## src/rtl/axil_simp_master.sv

```systemverilog
// -----------------------------------------------------------------------------
// axil_simp_master
//
// Purpose:
//   Slave end of the simple exec/we/fin driver handshake. Each command
//   (address, data, we) sampled while exec=1 in IDLE becomes one single-beat
//   AXI4-Lite write or read on the master port. Completion is reported with a
//   four-phase fin level; read data is returned on so_data.
//
// Optional build macro:
//   AXIL_SIMP_RESP_ERR_EN - adds the 2-bit resp_err output carrying the
//                           BRESP/RRESP of the last completed command.
//
// Ports:
//   clk, nreset         clock and synchronous active-low reset
//   si_address, si_data command address and write data
//   we, exec            1 = write / 0 = read, command request (level)
//   so_data             read data of the last completed read
//   fin                 command complete (level, held until exec drops)
//   m_axi_aw*/w*/b*     AXI4-Lite write address, write data, write response
//   m_axi_ar*/r*        AXI4-Lite read address, read data
//   resp_err            (optional) response code of the last completion
// -----------------------------------------------------------------------------
module axil_simp_master #(
  parameter int C_AXI_DATA_WIDTH = 32,
  parameter int C_AXI_ADDR_WIDTH = 8
) (
  input  logic                          clk,
  input  logic                          nreset,
  input  logic [C_AXI_ADDR_WIDTH-1:0]   si_address,
  input  logic [C_AXI_DATA_WIDTH-1:0]   si_data,
  output logic [C_AXI_DATA_WIDTH-1:0]   so_data,
  input  logic                          we,
  input  logic                          exec,
  output logic                          fin,
  output logic [C_AXI_ADDR_WIDTH-1:0]   m_axi_awaddr,
  output logic [2:0]                    m_axi_awprot,
  output logic                          m_axi_awvalid,
  input  logic                          m_axi_awready,
  output logic [C_AXI_DATA_WIDTH-1:0]   m_axi_wdata,
  output logic [C_AXI_DATA_WIDTH/8-1:0] m_axi_wstrb,
  output logic                          m_axi_wvalid,
  input  logic                          m_axi_wready,
  input  logic [1:0]                    m_axi_bresp,
  input  logic                          m_axi_bvalid,
  output logic                          m_axi_bready,
  output logic [C_AXI_ADDR_WIDTH-1:0]   m_axi_araddr,
  output logic [2:0]                    m_axi_arprot,
  output logic                          m_axi_arvalid,
  input  logic                          m_axi_arready,
  input  logic [C_AXI_DATA_WIDTH-1:0]   m_axi_rdata,
  input  logic [1:0]                    m_axi_rresp,
  input  logic                          m_axi_rvalid,
  output logic                          m_axi_rready
`ifdef AXIL_SIMP_RESP_ERR_EN
  ,
  output logic [1:0]                    resp_err
`endif
);

  typedef enum logic [2:0] {
    IDLE    = 3'd0,
    WR_REQ  = 3'd1,
    WR_RESP = 3'd2,
    RD_REQ  = 3'd3,
    RD_RESP = 3'd4,
    DONE    = 3'd5
  } state_t;

  state_t                        state_reg, state_next;
  logic [C_AXI_ADDR_WIDTH-1:0]   addr_reg, addr_next;
  logic [C_AXI_DATA_WIDTH-1:0]   data_reg, data_next;
  logic [C_AXI_DATA_WIDTH-1:0]   so_data_reg, so_data_next;
  logic                          awvalid_reg, awvalid_next;
  logic                          wvalid_reg, wvalid_next;
  logic                          bready_reg, bready_next;
  logic                          arvalid_reg, arvalid_next;
  logic                          rready_reg, rready_next;
  logic                          fin_reg, fin_next;

`ifdef AXIL_SIMP_RESP_ERR_EN
  logic [1:0]                    resp_err_reg, resp_err_next;
`else
  // Response codes have no consumer in this build.
  logic                          unused_resp;
  assign unused_resp = ^{m_axi_bresp, m_axi_rresp};
`endif

  always_ff @(posedge clk) begin
    if (!nreset) begin
      state_reg   <= IDLE;
      addr_reg    <= '0;
      data_reg    <= '0;
      so_data_reg <= '0;
      awvalid_reg <= 1'b0;
      wvalid_reg  <= 1'b0;
      bready_reg  <= 1'b0;
      arvalid_reg <= 1'b0;
      rready_reg  <= 1'b0;
      fin_reg     <= 1'b0;
`ifdef AXIL_SIMP_RESP_ERR_EN
      resp_err_reg <= 2'b00;
`endif
    end else begin
      state_reg   <= state_next;
      addr_reg    <= addr_next;
      data_reg    <= data_next;
      so_data_reg <= so_data_next;
      awvalid_reg <= awvalid_next;
      wvalid_reg  <= wvalid_next;
      bready_reg  <= bready_next;
      arvalid_reg <= arvalid_next;
      rready_reg  <= rready_next;
      fin_reg     <= fin_next;
`ifdef AXIL_SIMP_RESP_ERR_EN
      resp_err_reg <= resp_err_next;
`endif
    end
  end

  always_comb begin
    state_next   = state_reg;
    addr_next    = addr_reg;
    data_next    = data_reg;
    so_data_next = so_data_reg;
    awvalid_next = awvalid_reg;
    wvalid_next  = wvalid_reg;
    bready_next  = bready_reg;
    arvalid_next = arvalid_reg;
    rready_next  = rready_reg;
    fin_next     = fin_reg;
`ifdef AXIL_SIMP_RESP_ERR_EN
    resp_err_next = resp_err_reg;
`endif

    case (state_reg)
      IDLE: begin
        if (exec) begin
          addr_next = si_address;
          data_next = si_data;
          if (we) begin
            state_next   = WR_REQ;
            awvalid_next = 1'b1;
            wvalid_next  = 1'b1;
          end else begin
            state_next   = RD_REQ;
            arvalid_next = 1'b1;
          end
        end
      end

      WR_REQ: begin
        // AW and W complete independently; a channel whose valid is already
        // low has finished its handshake on an earlier edge.
        if (m_axi_awready) awvalid_next = 1'b0;
        if (m_axi_wready)  wvalid_next  = 1'b0;
        if ((!awvalid_reg || m_axi_awready) && (!wvalid_reg || m_axi_wready)) begin
          state_next  = WR_RESP;
          bready_next = 1'b1;
        end
      end

      WR_RESP: begin
        if (m_axi_bvalid) begin
          state_next  = DONE;
          bready_next = 1'b0;
          fin_next    = 1'b1;
`ifdef AXIL_SIMP_RESP_ERR_EN
          resp_err_next = m_axi_bresp;
`endif
        end
      end

      RD_REQ: begin
        if (m_axi_arready) begin
          state_next   = RD_RESP;
          arvalid_next = 1'b0;
          rready_next  = 1'b1;
        end
      end

      RD_RESP: begin
        if (m_axi_rvalid) begin
          state_next   = DONE;
          so_data_next = m_axi_rdata;
          rready_next  = 1'b0;
          fin_next     = 1'b1;
`ifdef AXIL_SIMP_RESP_ERR_EN
          resp_err_next = m_axi_rresp;
`endif
        end
      end

      DONE: begin
        // fin holds until the requester withdraws exec.
        if (!exec) begin
          state_next = IDLE;
          fin_next   = 1'b0;
        end
      end

      default: state_next = IDLE;
    endcase
  end

  assign so_data       = so_data_reg;
  assign fin           = fin_reg;
  assign m_axi_awaddr  = addr_reg;
  assign m_axi_awprot  = 3'b000;
  assign m_axi_awvalid = awvalid_reg;
  assign m_axi_wdata   = data_reg;
  assign m_axi_wstrb   = {(C_AXI_DATA_WIDTH/8){1'b1}};
  assign m_axi_wvalid  = wvalid_reg;
  assign m_axi_bready  = bready_reg;
  assign m_axi_araddr  = addr_reg;
  assign m_axi_arprot  = 3'b000;
  assign m_axi_arvalid = arvalid_reg;
  assign m_axi_rready  = rready_reg;
`ifdef AXIL_SIMP_RESP_ERR_EN
  assign resp_err      = resp_err_reg;
`endif

endmodule

```

## config.mk

```make
export PLATFORM = sky130hd
export DESIGN_NAME = axil_simp_master
export DESIGN_NICKNAME = d
export VERILOG_FILES = /design/src/rtl/axil_simp_master.sv
export SDC_FILE = /design/constraint.sdc
export NUM_CORES = 1
export LEC_CHECK = 0
export ABC_AREA = 1
export CORE_MARGIN = 2
export CORE_UTILIZATION = 41
export DETAILED_ROUTE_END_ITERATION = 12
export GPL_TIMING_DRIVEN = 0
export HOLD_SLACK_MARGIN = 0.1
export PLACE_DENSITY_LB_ADDON = 0.3
export SYNTH_ARGS = -nofsm -noshare
export SYNTH_HDL_FRONTEND = slang
export SYNTH_SLANG_ARGS = --single-unit
```

## constraint.sdc

```tcl
create_clock -name clk -period 3.25 [get_ports clk]
set_input_delay 0.4875 -clock clk [delete_from_list [all_inputs] [get_ports clk]]
set_output_delay 0.4875 -clock clk [all_outputs]
set_load 0.03 [all_outputs]
```

# Word level (Yosys, flattened, before mapping)
# Index checks and enable logic that the tools add are counted.
[word_totals]
register_bits = 81
in_bits = 85
out_inout_bits = 96
wordCells = 73
[op_classes]
n_eq_ne = 15
n_mux = 28
n_reduce_logical = 20
[op_table]
columns = ["operator", "count"]
rows = [
  ["!= test 2 bit, second input constant", 10],
  ["2-to-1 mux 3 bit", 6],
  ["one-hot mux 3 bit (6 select lines)", 1],
  ["AND reduction 4 bit", 4],
  ["2-to-1 mux 1 bit", 14],
  ["one-hot mux 1 bit (2 select lines)", 5],
  ["nonzero test 2 bit", 4],
  ["== test 3 x 2 -> 1 bit, second input constant", 2],
  ["== test 3 bit, second input constant", 2],
  ["AND reduction 3 bit", 2],
  ["AND reduction 6 bit", 1],
  ["AND reduction 2 bit", 2],
  ["== test 3 x 1 -> 1 bit, second input constant", 1],
  ["logical NOT 3 bit", 1],
  ["one-hot mux 1 bit (3 select lines)", 1],
  ["nonzero test 3 bit", 1],
  ["logical NOT 1 bit", 2],
  ["logical OR 1 bit", 2],
  ["2-to-1 mux 2 bit", 1],
  ["logical AND 1 bit", 1],
]

# Depth between registers and ports, before layout
[logic_depth]
ltp_word = 5
mapped_depth = 10
ltp_nobuf = 9

# Worst setup path before layout
# OpenSTA, ideal clock, no wires.
[synth_path]
path_type = "register to output"
from = "register addr_reg[1], in the netlist m_axi_araddr[1]"
to = "output m_axi_awaddr[1]"
t_arrival_ns = 0.719
required_ns = 2.762
slack_ns = 2.044
path_stages_with_launch = 2
path_buffers = 1
cell_sequence = "dfxtp_1 > buf_4"
[synth_rtl]
columns = ["item", "line_no", "source"]
rows = [
  ["from (decl)", "71", "logic [C_AXI_ADDR_WIDTH-1:0] addr_reg, addr_next;"],
  ["from (signal assigned)", "106", "addr_reg <= addr_next;"],
  ["to (decl)", "36", "output logic [C_AXI_ADDR_WIDTH-1:0] m_axi_awaddr,"],
]
# No word-level cell between the ends.

# Worst setup path in the final report
[layout_path]
from = "register addr_reg[7], in the netlist m_axi_araddr[7]"
to = "output m_axi_awaddr[7]"
# No word-level cell between the ends.

==> flow_summary_export.csv <==
group,metric,value,unit
synth,avgSynthCellArea,7.59,µm²
global_route,grt_pass1_vias,3109,
power,leakage,0.00209,µW
die,die_x,91.9,µm
die,start_util,41.6,%
timing,finalCriticalPeriod,1.98,ns
timing,fin_crit_sh,61.0,%
synth,synth-xor-area-share,0,%
worst_setup_path,r2r_slack,1.77,ns
run,cap_violations,0,
timing,finalHoldViolCount,0,
synth,syn-cell-area,3170,µm²
placed_design,dpl.hpwl,6510,µm
placed_design,gp_congestion,0.790,
synth,synthAdderAreaFrac,0,%
final_layout,drive_gt1_share,10.2,%
route,top_layer,"met4",
synth,yosys_warnings,0,
global_route,gr-total-overflow,0,
synth,yosys.area_share.simple,23.8,%
route,drc,0,
synth,synth_seq_area_share,51.2,%
min_path,hold_class,"reg -> reg",
clock_tree,h-tree-depth,3,
final_layout,syn_to_final_growth,63.9,%
clock_tree,cts_resized,0,
timing,fin_setup_tns,0,ns
worst_setup_path,path_max_fanout,3,
worst_setup_path,crit_arrival,1.50,ns
power,powerDensity,777,nW/µm²
route,first_iter_violations,70,
final_layout,fin_nets,687,
global_route,grt_pass1_wl,14100,µm
global_route,antenna_found_initial,0,
worst_setup_path,cp.required,2.76,ns
route,dr_wl_met3,888,µm
final_layout,nFillCells,651,
clock_tree,clk_root_buffer_cell,"clkbuf_8",
route,wl_met1,3700,µm
timing,fin_hold_ws,0.467,ns
global_route,grt_max_degree,15,
clock_tree,cts_buffers,9,
timing,max_freq,0.504,GHz
clock_tree,cts_num_sinks,81,
die,die-area,8440,µm²
synth,synth_compound_area_share,14.0,%
run_status,status,"finished, final reports clean",
route,met2WireLength,3960,µm
timing,fin_ws,1.27,ns
route,firstDrtPassIters,6,
clock_tree,cts_setup_buffers,0,
power,totalPowerFinal,4030,µW
die,std_cell_rows,32,
route,antenna_left,0,
clock_tree,worstSkewPairLatency,0.34,ns
worst_setup_path,start_kind,"register",
power,peakVddDrop,0.487,mV
clock_tree,cts_max_path_buffers,2,
clock_tree,cts_hold_buf,0,
timing,skew,0.00444,ns
final_layout,multi_input_area,1230,µm²
placed_design,portBuffers,166,
synth,synth_mux_area_share,0,%
global_route,grt_use_total,20.7,%
synth,synth_cell_types,23,
worst_setup_path,crit_type,"reg -> out",
final_layout,seq_area,1620,µm²
route,vias,3253,
final_layout,antennaDiodeCount,0,
clock_tree,cts_tree,"yes",
die,die_y,91.9,µm
synth,ys_ff_latch,81,
die,pin_count,181,
synth,synth_top_family_by_area,"simple AND/OR/NAND/NOR gates",
timing,setup_viol,0,
synth,synthCells,417,
clock_tree,clk_pin_slew,0.08,ns
timing,rsz0062_at_grt,"false",
timing,slew_viol_final,0,
worst_setup_path,end_kind,"output port",
route,vias_per_cell,4.59,
route,routed_wl,8720,µm
die,core_area,7610,µm²
route,wl_per_cell,12.3,µm
placed_design,pre_cts_slack,1.16,ns
cells in the mapped netlist, drive strengths merged:
library cell | instances | share of area (%)
inv | 17 | 2.1
nand4 | 1 | 0.20
nand2 | 82 | 10
a31oi | 1 | 0.20
nand3 | 9 | 1.4
buf | 34 | 7.7
nor2 | 92 | 12
clkbuf | 8 | 0.95
clkinv | 1 | 0.12
nor3 | 2 | 0.32
conb | 2 | 0.24
dfxtp | 81 | 51
o21ai | 47 | 7.4
a21oi | 40 | 6.3
metal layers:
metal	global-route usage, %	vias up
met5	0	-
met2	34.7	138
met3	7.89	14
met4	7.84	0
li1	-	1663
met1	23.9	1438
metrics by stage:
stage | util [%] | cells | cell area, µm²
after floorplan | - | 425 | 3200
after global placement | 65.5 | 693 | 4980
after detailed placement | 65.5 | 693 | 4980
after CTS | 68.2 | 709 | 5190
after global routing | 68.2 | 709 | 5190
final | 68.2 | 709 | 5190
path summary, 6_finish.rpt:
check,cells after the start,from,endpoint
worst max register to register,8,state_reg[0]$_SDFFE_PN0P_,m_axi_wdata[16]$_SDFFE_PN0P_
worst max-delay path,2,m_axi_araddr[7]$_SDFFE_PN0P_,m_axi_awaddr[7]
worst min register to register,2,so_data[30]$_SDFFE_PN0P_,so_data[30]$_SDFFE_PN0P_
worst min-delay path,2,so_data[30]$_SDFFE_PN0P_,so_data[30]$_SDFFE_PN0P_
placed cells by master, fill, tap and decap left out:
cell type,synthesis,final
conb_1,2,10
nand4_1,1,1
clkinvlp_4,0,2
inv_4,1,1
nand2_1,79,79
buf_2,11,11
nor2_4,2,2
o21ai_0,41,41
inv_2,3,3
nor2_2,4,4
clkinv_1,1,1
inv_1,13,13
nand3_1,9,9
a21oi_1,40,40
o21ai_1,6,6
nor3_1,2,2
buf_6,4,4
clkdlybuf4s50_1,0,166
nand2_2,2,2
buf_4,19,19
nand2_4,1,1
bufinv_16,0,1
a31oi_1,1,1
clkbuf_1,8,9
dfxtp_1,81,81
inv_6,0,2
clkbuf_8,0,10
nor2_1,86,86
where the power goes:
group / internal (µW) / leakage, µW / total (µW) / switching (µW)
clock: 382 / 0.0000966 / 755 / 373
sequential: 1220 / 0.000663 / 1350 / 128
combinational: 782 / 0.00133 / 1930 / 1140
cell families (layout without fill, tap and decap cells):
family                 Yosys count  after routing
and+or+nand+nor                186            186
AOI/OAI and AO/OA               88             88
DFF                             81             81
buffers and inverters           60            242
other                            2             10
area by class of cell:
type                            instances  area share, %
Multi-Input combinational cell        284           23.7
Inverter                               18           1.35
Tap cell                              102           2.46
Sequential cell                        81           31.3
Clock inverter                          5           1.21
Buffer                                 42           5.26
Timing Repair Buffer                  166           32.0
Clock buffer                           11           2.72
worst max-delay path, stage by stage, from the launching register on:
cell and delay [ns]:
dfxtp_1 0.37, buf_4 0.12, clkdlybuf4s50_1 0.66
No activity file was read; power rests on OpenSTA's default activity.
